**config.mk**
```make
export PLATFORM = sky130hd
export DESIGN_NAME = apb_slave_mem
export DESIGN_NICKNAME = d
export VERILOG_FILES = /design/src/rtl/apb_slave_mem.sv
export SDC_FILE = /design/constraint.sdc
export NUM_CORES = 2
export LEC_CHECK = 0
export BUFFER_PORTS_ARGS = -buffer_cell sky130_fd_sc_hd__buf_2
export CELL_PAD_IN_SITES_DETAIL_PLACEMENT = 0
export CELL_PAD_IN_SITES_GLOBAL_PLACEMENT = 1
export CORE_ASPECT_RATIO = 1.1
export CORE_MARGIN = 4
export CORE_UTILIZATION = 53
export CTS_BUF_LIST = sky130_fd_sc_hd__clkbuf_2 sky130_fd_sc_hd__clkbuf_4 sky130_fd_sc_hd__clkbuf_8
export DETAILED_ROUTE_END_ITERATION = 6
export PLACE_DENSITY_LB_ADDON = 0.1
export SLEW_MARGIN = 30
export SYNTH_ARGS = -nofsm -noshare
export SYNTH_HDL_FRONTEND = slang
export SYNTH_SLANG_ARGS = --single-unit
```
**constraint.sdc**
```tcl
create_clock -name clk -period 2.6 [get_ports clk]
set_input_delay 0 -clock clk [delete_from_list [all_inputs] [get_ports clk]]
set_output_delay 0 -clock clk [all_outputs]
set_load 0.02 [all_outputs]
```
**src/rtl/apb_slave_mem.sv**
```systemverilog
// -----------------------------------------------------------------------------
// apb_slave_mem
//   Memory-backed APB completer. It accepts the setup/access handshake from an
//   APB master and serves a byte-strobed store of DEPTH words. Every transfer
//   waits a fixed number of wait states before the response. An address that
//   is below BASE_ADDR, past the last word, or not word aligned is "bad".
//   Writes to a bad address never change the store, and reads from one
//   return 0.
//
//   Optional feature (macro APB_SLAVE_SLVERR_EN):
//     defined   -> slverr reports bad addresses in the response cycle
//     undefined -> slverr is tied 0; bad accesses still complete normally
//
// Ports
//   clk     in   clock, rising edge
//   rst     in   synchronous reset, active-high (also clears the store)
//   sel     in   slave select
//   enable  in   access phase indicator
//   write   in   1 = write, 0 = read
//   strobe  in   byte-lane write enables
//   addr    in   byte address
//   wdata   in   write data
//   ready   out  transfer complete, high for exactly one cycle (registered)
//   rdata   out  read data, valid while ready=1 (registered)
//   slverr  out  error response, valid while ready=1 (registered)
// -----------------------------------------------------------------------------
module apb_slave_mem #(
  parameter int unsigned           ADDR_WIDTH  = 32,
  parameter int unsigned           DATA_WIDTH  = 32,
  parameter int unsigned           DEPTH       = 64,
  parameter logic [ADDR_WIDTH-1:0] BASE_ADDR   = '0,
  parameter int unsigned           WAIT_CYCLES = 0
) (
  input  logic                    clk,
  input  logic                    rst,
  input  logic                    sel,
  input  logic                    enable,
  input  logic                    write,
  input  logic [DATA_WIDTH/8-1:0] strobe,
  input  logic [ADDR_WIDTH-1:0]   addr,
  input  logic [DATA_WIDTH-1:0]   wdata,
  output logic                    ready,
  output logic [DATA_WIDTH-1:0]   rdata,
  output logic                    slverr
);

  localparam int unsigned           STRB_WIDTH = DATA_WIDTH / 8;
  localparam int unsigned           IDX_W      = (DEPTH > 1) ? $clog2(DEPTH) : 1;
  localparam logic [ADDR_WIDTH-1:0] DEPTH_W    = ADDR_WIDTH'(DEPTH);
  localparam logic [3:0]            WAIT_INIT  = 4'(WAIT_CYCLES);

  typedef enum logic [1:0] {
    S_IDLE = 2'd0,
    S_WAIT = 2'd1,
    S_RESP = 2'd2
  } state_e;

  state_e                  state_q, state_d;
  logic [3:0]              cnt_q, cnt_d;
  logic                    ready_q, ready_d;
  logic [DATA_WIDTH-1:0]   rdata_q, rdata_d;
  logic                    write_q, write_d;
  logic [STRB_WIDTH-1:0]   strobe_q, strobe_d;
  logic [DATA_WIDTH-1:0]   wdata_q, wdata_d;
  logic [IDX_W-1:0]        idx_q, idx_d;
  logic                    bad_q, bad_d;
  logic [DATA_WIDTH-1:0]   mem_q [DEPTH];

  // Address decode of the live bus; only meaningful in the setup cycle.
  logic [ADDR_WIDTH-1:0]   word_off;
  logic [IDX_W-1:0]        idx;
  logic                    bad;

  assign word_off = (addr - BASE_ADDR) >> 2;
  assign idx      = word_off[IDX_W-1:0];
  assign bad      = (addr < BASE_ADDR) || (word_off >= DEPTH_W) || (addr[1:0] != 2'b00);

  // With zero wait states the response is loaded at the setup edge itself,
  // before the transfer has been latched, so take the live decode in IDLE.
  logic                    rd_write, rd_bad;
  logic [IDX_W-1:0]        rd_idx;

  assign rd_write = (state_q == S_IDLE) ? write : write_q;
  assign rd_bad   = (state_q == S_IDLE) ? bad   : bad_q;
  assign rd_idx   = (state_q == S_IDLE) ? idx   : idx_q;

  // Store update happens on the edge that closes the response cycle, and only
  // if the master is still presenting the access there.
  logic                    mem_we;
  logic [DATA_WIDTH-1:0]   mem_wword;

  assign mem_we = (state_q == S_RESP) && sel && enable && write_q && !bad_q;

  always_comb begin
    mem_wword = mem_q[idx_q];
    for (int b = 0; b < STRB_WIDTH; b++) begin
      if (strobe_q[b]) mem_wword[8*b +: 8] = wdata_q[8*b +: 8];
    end
  end

  logic load_resp;

  always_comb begin
    // NOTE: every signal written here gets a default first, so no path can
    // leave one unassigned and infer a latch.
    state_d   = state_q;
    cnt_d     = cnt_q;
    write_d   = write_q;
    strobe_d  = strobe_q;
    wdata_d   = wdata_q;
    idx_d     = idx_q;
    bad_d     = bad_q;
    load_resp = 1'b0;

    case (state_q)
      S_IDLE: begin
        if (sel && !enable) begin
          write_d  = write;
          strobe_d = strobe;
          wdata_d  = wdata;
          idx_d    = idx;
          bad_d    = bad;
          if (WAIT_CYCLES == 0) begin
            state_d   = S_RESP;
            load_resp = 1'b1;
          end else begin
            cnt_d   = WAIT_INIT;
            state_d = S_WAIT;
          end
        end
      end
      S_WAIT: begin
        if (!sel) begin
          state_d = S_IDLE;
        end else if (cnt_q == 4'd1) begin
          state_d   = S_RESP;
          load_resp = 1'b1;
        end else begin
          cnt_d = cnt_q - 4'd1;
        end
      end
      S_RESP:  state_d = S_IDLE;
      default: state_d = S_IDLE;
    endcase

    ready_d = load_resp;
    rdata_d = (load_resp && !rd_write && !rd_bad) ? mem_q[rd_idx] : '0;
  end

  always_ff @(posedge clk) begin
    // NOTE: sequential state uses non-blocking assignments only, so every flop
    // samples the pre-edge value of every other flop.
    if (rst) begin
      state_q  <= S_IDLE;
      cnt_q    <= '0;
      ready_q  <= 1'b0;
      rdata_q  <= '0;
      write_q  <= 1'b0;
      strobe_q <= '0;
      wdata_q  <= '0;
      idx_q    <= '0;
      bad_q    <= 1'b0;
      // NOTE: the store itself is cleared by reset, which rules out mapping it
      // onto a RAM macro; it is built from flops on purpose.
      for (int i = 0; i < DEPTH; i++) mem_q[i] <= '0;
    end else begin
      state_q  <= state_d;
      cnt_q    <= cnt_d;
      ready_q  <= ready_d;
      rdata_q  <= rdata_d;
      write_q  <= write_d;
      strobe_q <= strobe_d;
      wdata_q  <= wdata_d;
      idx_q    <= idx_d;
      bad_q    <= bad_d;
      if (mem_we) mem_q[idx_q] <= mem_wword;
    end
  end

  assign ready = ready_q;
  assign rdata = rdata_q;

`ifdef APB_SLAVE_SLVERR_EN
  logic slverr_q, slverr_d;

  assign slverr_d = load_resp && rd_bad;

  always_ff @(posedge clk) begin
    if (rst) slverr_q <= 1'b0;
    else     slverr_q <= slverr_d;
  end

  assign slverr = slverr_q;
`else
  assign slverr = 1'b0;
`endif

  // Master-side protocol checks.
  a_stable_access: assert property (@(posedge clk) disable iff (rst)
    (sel && enable && state_q != S_IDLE) |-> ($stable(addr) && $stable(write) && $stable(wdata)));

  a_enable_needs_sel: assert property (@(posedge clk) disable iff (rst)
    enable |-> sel);

endmodule

```
-- Word-level counts from Yosys, hierarchy flattened
Memories as Yosys holds them, arrays and structs flattened. A register that Yosys moved wholly into a read port is not among the register bits.
Index checks and enable logic that the tools add are counted.
- register bits after elaboration: 51
- bits in writable memories: 2048
- bits of input ports: 73
- output and inout port bits: 34
- memories kept: 1
- add/subtract/negate cells: 1
- $lt $le $gt $ge: 2
- equality and inequality tests: 9
- muxes and demuxes: 23
- bitwise operators: 2
- reduce and logical (&&, ||, !) cells: 24
- memory list (memory ; depth ; bits a word ; read ports ; clocked after memory_dff ; wr ports ; RTL line ; text):
    mem_q ; 64 ; 32 ; 1 ; 1 ; 64 ; 67 ; logic [DATA_WIDTH-1:0] mem_q [DEPTH];
- operators by type and width (cell ; count):
    $lt 32x1->1 const B ; 1
    $mux 32 ; 1
    $mux 8 ; 4
    $reduce_or 32->1 ; 1
    $ge 30x7->1 const B ; 1
    $mux 6 ; 2
    $reduce_and 2->1 ; 6
    $mux 1 ; 10
    $logic_and 1x1->1 ; 7
    $mux 2 ; 3
    $eq 4x1->1 const B ; 1
    $logic_not 1->1 ; 4
    $mux 4 ; 1
    $ne 1x1->1 const B ; 4
    $pmux 2 s2 ; 1
    $sub 4x1->4 const B ; 1
    $ne 3x3->1 const B ; 1
    $reduce_and 3->1 ; 1
    $eq 2x1->1 const B ; 1
    $eq 2x2->1 const B ; 1
    $logic_not 2->1 ; 1
    $logic_or 1x1->1 ; 2
    $ne 2x1->1 const B ; 1
    $not 1->1 ; 2
    other kinds (3) ; 3

-- Depth between registers and ports, before layout
- word-level depth: 11
- depth in mapped cells: 13

-- Least setup slack after synthesis
No wires, ideal clock.
- path type: reg-to-reg
- from: register idx_q[4]
- to: memory mem_q[16][0] (enable)
- setup time: 0.309 ns
- arrival time: 2.117 ns
- required time: 2.291 ns
- setup slack: 0.174 ns
- stages on the path, launching flop included: 7
- path buffers: 2
- clock period less this slack: 2.426 ns
- cell sequence: dfxtp_1 clkbuf_1 clkbuf_1 nor3b_1 nand2_1 nor2_1 or2_2
- RTL lines (what ; RTL line ; text):
    from (decl) ; 65 ; logic [IDX_W-1:0] idx_q, idx_d;
    from (signal assigned) ; 174 ; idx_q <= idx_d;
    to (decl) ; 67 ;

-- Final worst setup path
- from: register state_q[1]
- to: register rdata_q[29], in the netlist rdata[29] (read register of mem_q)
- longest elaborated chain between the ends: 7
- elaborated cells between the ends (all ways): 12
- classes of those cells: eq/ne: 1; mux: 4; bitwise: 1; reduce/logical: 6
- RTL lines (what ; RTL line ; text):
    from (decl) ; 58 ; state_e state_q, state_d;
    from (signal assigned) ; 167 ; state_q <= state_d;
    parallel branches: the longest is 7 deep, another holds $eq 2x1->1 ; - ;
    to (decl) ; 61 ; logic [DATA_WIDTH-1:0] rdata_q, rdata_d;
Several ways; the timed one is not identified.
A chain may end at the register's enable or synchronous reset.

==> run_results.csv <==
group,metric,value,unit
synthesis,yosys.area_share.adder,0,
synthesis,synth_compound_area_frac,0.1264,
sta,fin_crit_sh,1.093,
worst_setup_path,crit_path_cell_trace,"buf_6 > mux2_8 > buf_12 > buf_4 > o211ai_1 > o311ai_1 > a21oi_1 > buf_4 > o22ai_2 > a22o_1",
synthesis,yosysUniqueCellTypes,90,
synthesis,synth-seq-area-share,0.6252,
synthesis,synth_common_cells,"and2_1, edfxtp_1, nand2_1",
sta,min_period,2.842,ns
synthesis,synth-async-reset-ratio,0,
synthesis,netlist_area,0.1009,mm2
routing,remaining_drc_errors,0,
cells_and_area,finalInstanceArea,0.1257,mm2
worst_setup_path,worstPathArrival,3.84,ns
cells_and_area,syn_to_final_growth,24.62,%
clock_tree,max-clock-path-buffers,4,
grt,grt_max_degree,172,
worst_hold_path,hp-class,"in -> reg",
cells_and_area,final_cells,13120,
routing,firstDrtPassIters,6,
sta,rsz0062_at_grt,"true",
synthesis,synth_xor_area_frac,0,
die,core_area,0.1887,mm2
synthesis,synth.area.mux_share,0.001352,
worst_setup_path,cp_max_fo,8,
synthesis,synth.ff_latch_count,2126,
clock_tree,numClockSinks,2126,
sta,slew_headroom,0.2781,
worst_setup_path,cp_slowest_cell,"mux2_8",
sta,tightest_slew,1.083,ns
synthesis,syn_avg_cell_area,11.18,um2
sta,setup-tns-final,-6.125,ns
synthesis,synth_top_family_by_area,"simple AND/OR/NAND/NOR gates",
power,p_leak,47.49,nW
clock_tree,h-tree-depth,5,
cells_and_area,layout-drive-gt1-share,0.2555,
worst_setup_path,critPathLaunchType,"flip-flop",
synthesis,synth-edff-count,2048,
run_status,violations,"negative setup slack",
clock_tree,cts_tree,"yes",
synthesis,yosys.area_share.simple,0.2147,
sta,setup_viol,109,
die,dieHeight,465.6,um
routing,drt_iter0_drc,10960,
worst_setup_path,cp_top_family,"compound AO/OA/AOI/OAI gates",
routing,via_per_inst,6.221,
grt,antenna_found_initial,45,
synthesis,yosysTopAreaCell,"edfxtp_1",
clock_tree,cts_buffers,366,
die,dieArea,0.1974,mm2
die,rows,167,
grt,grt_pass1_wl,564300,um
grt,grt_pass1_vias,78730,
placed_design,io_buffer_count,105,
synthesis,synthCells,9025,
power,powerDensity,621.7,mW/mm2
worst_setup_path,cp_common_cell,"buf_4",
clock_tree,path_clk_slew,0.07,ns
synthesis,synth_top_area_share,0.6097,
sta,hold_slack,0.03671,ns
placed_design,gp_congestion,1.029,
die,io_pins,107,
routing,vias,81630,
placed_design,dpl.hpwl,275900,um
die,die_w,424.0,um
routing,routed_wl,404800,um
synthesis,ys_warn_count,0,
grt,grt.total_usage,0.3994,
grt,gr-total-overflow,0,
sta,worst_slack,-0.2424,ns
synthesis,synth_ff_type,"edfxtp_1",
placed_design,placed_cell_area,0.1134,mm2
worst_setup_path,end_kind,"flip-flop",
worst_setup_path,crit_required,3.60,ns
clock_tree,clockRootBuffer,"clkbuf_8",
run_status,status,"finished with violations",
routing,ant_nets,0,
cells_and_area,layout.nets,10370,
synthesis,yosysMostFrequentCell,"and2_1",
power,peakVddDrop,0.6752,mV
worst_setup_path,slowest_delay,0.44,ns
placed_design,placed_cells,12230,
worst_setup_path,timing_worst_setup_path_type,"reg -> reg",
sta,max_freq,351.8,MHz
sta,slew_violations,0,
routing,wl_per_cell,30.85,um
sta,skew,0.05728,ns
worst_setup_path,path_buf_inv,4,
die,start_util,0.5346,
synthesis,synth.area.top_cells,"edfxtp_1, and2_1, o21ai_0",
clock_tree,clk_latency,1.14,ns
job,drv_cap,0,
sta,finalHoldViolations,0,
synthesis,syn-num-nets,9098,
## layout make-up
class                      count  area, um2
inverter                      21      78.83
clock buffer                 492       6058
sequential                  2126      63110
multi-input combinational   6165      36950
antenna                       38      95.09
timing repair buffer        1613      15550
clock inverter               133      694.4
tap                         2535       3172
fill                       14460      62970
## routing by layer
layer / up-vias / track usage / part of all wire / routed length (um)
met5: - / 0 / 0.00030 / 123
met4: 20 / 0.2294 / 0.067 / 27160
met3: 1140 / 0.1122 / 0.12 / 50110
met2: 5347 / 0.5963 / 0.44 / 177500
met1: 40310 / 0.5253 / 0.37 / 149900
li1: 34810 / - / - / -
## flip-flops by register name, summed over array words and instances, names as in the netlist
name,cells
bad_q,1
mem_q,2048
wdata_q,32
strobe_q,4
idx_q,6
rdata,32
ready,1
state_q,1
write_q,1
## cell usage in the layout (no fill, tap or decap), types with 183 or more instances in the layout
master and instances:
buf_12 183, edfxtp_1 2048, buf_4 1060, o21ai_0 643, nor2_1 635, nand2_1 748, and2_1 2051, clkbuf_8 378
or2_2 234, a21oi_1 537
## where the power goes
| part | leakage (nW) | total, W | switching (W) | internal (W) |
|---|---|---|---|---|
| logic | 22.1 | 0.00971 | 0.00616 | 0.00355 |
| registers | 21.8 | 0.0391 | 0.000574 | 0.0385 |
| clock network | 3.59 | 0.0293 | 0.0139 | 0.0154 |
| total | 47.5 | 0.0781 | 0.0206 | 0.0575 |
## worst reg2reg max path, cell delays in order (launching register included)
cell      delay (ns)
dfxtp_4         0.42
buf_6           0.14
mux2_8          0.44
buf_12          0.19
buf_4           0.15
o211ai_1        0.36
o311ai_1        0.16
a21oi_1         0.28
buf_4           0.22
o22ai_2         0.11
a22o_1          0.27
## kinds of logic after synthesis
family / count (synthesis)
simple gates: 4050
buf+inv: 735
compound gates: 2102
mux: 11
other cells: 1
flops: 2126
## repair_timing
action                     CTS  global route
cloned                      13            10
buffers inserted            41            15
hold buffers               160             0
setup endpoints to repair  236           551
hold endpoints to repair   183             0
pin swaps                   85            82
resized for setup          386           281
## worst paths after layout
check | startpoint | end | slack, ns | cells past startpoint
worst max-delay path | state_q[1] | rdata[29] | -0.24 | 10
worst min-delay path | rst | write_q | 0.04 | 4
worst max register to register | state_q[1] | rdata[29] | -0.24 | 10
worst min register to register | wdata_q[27] | wdata_q[27] | 0.48 | 2
## per-stage QoR
step	setup WS (ns)	utilization	total power, W
after floorplan	0.1738	-	0.04329
after global placement	-0.5688	0.6012	0.04792
after detailed placement	-0.6326	0.6012	0.04801
after CTS	-0.1493	0.6581	0.07756
after global routing	-0.2111	0.6658	0.08016
final	-0.2424	0.6662	0.07815
Note: power is estimated with default switching activity, not from simulation.
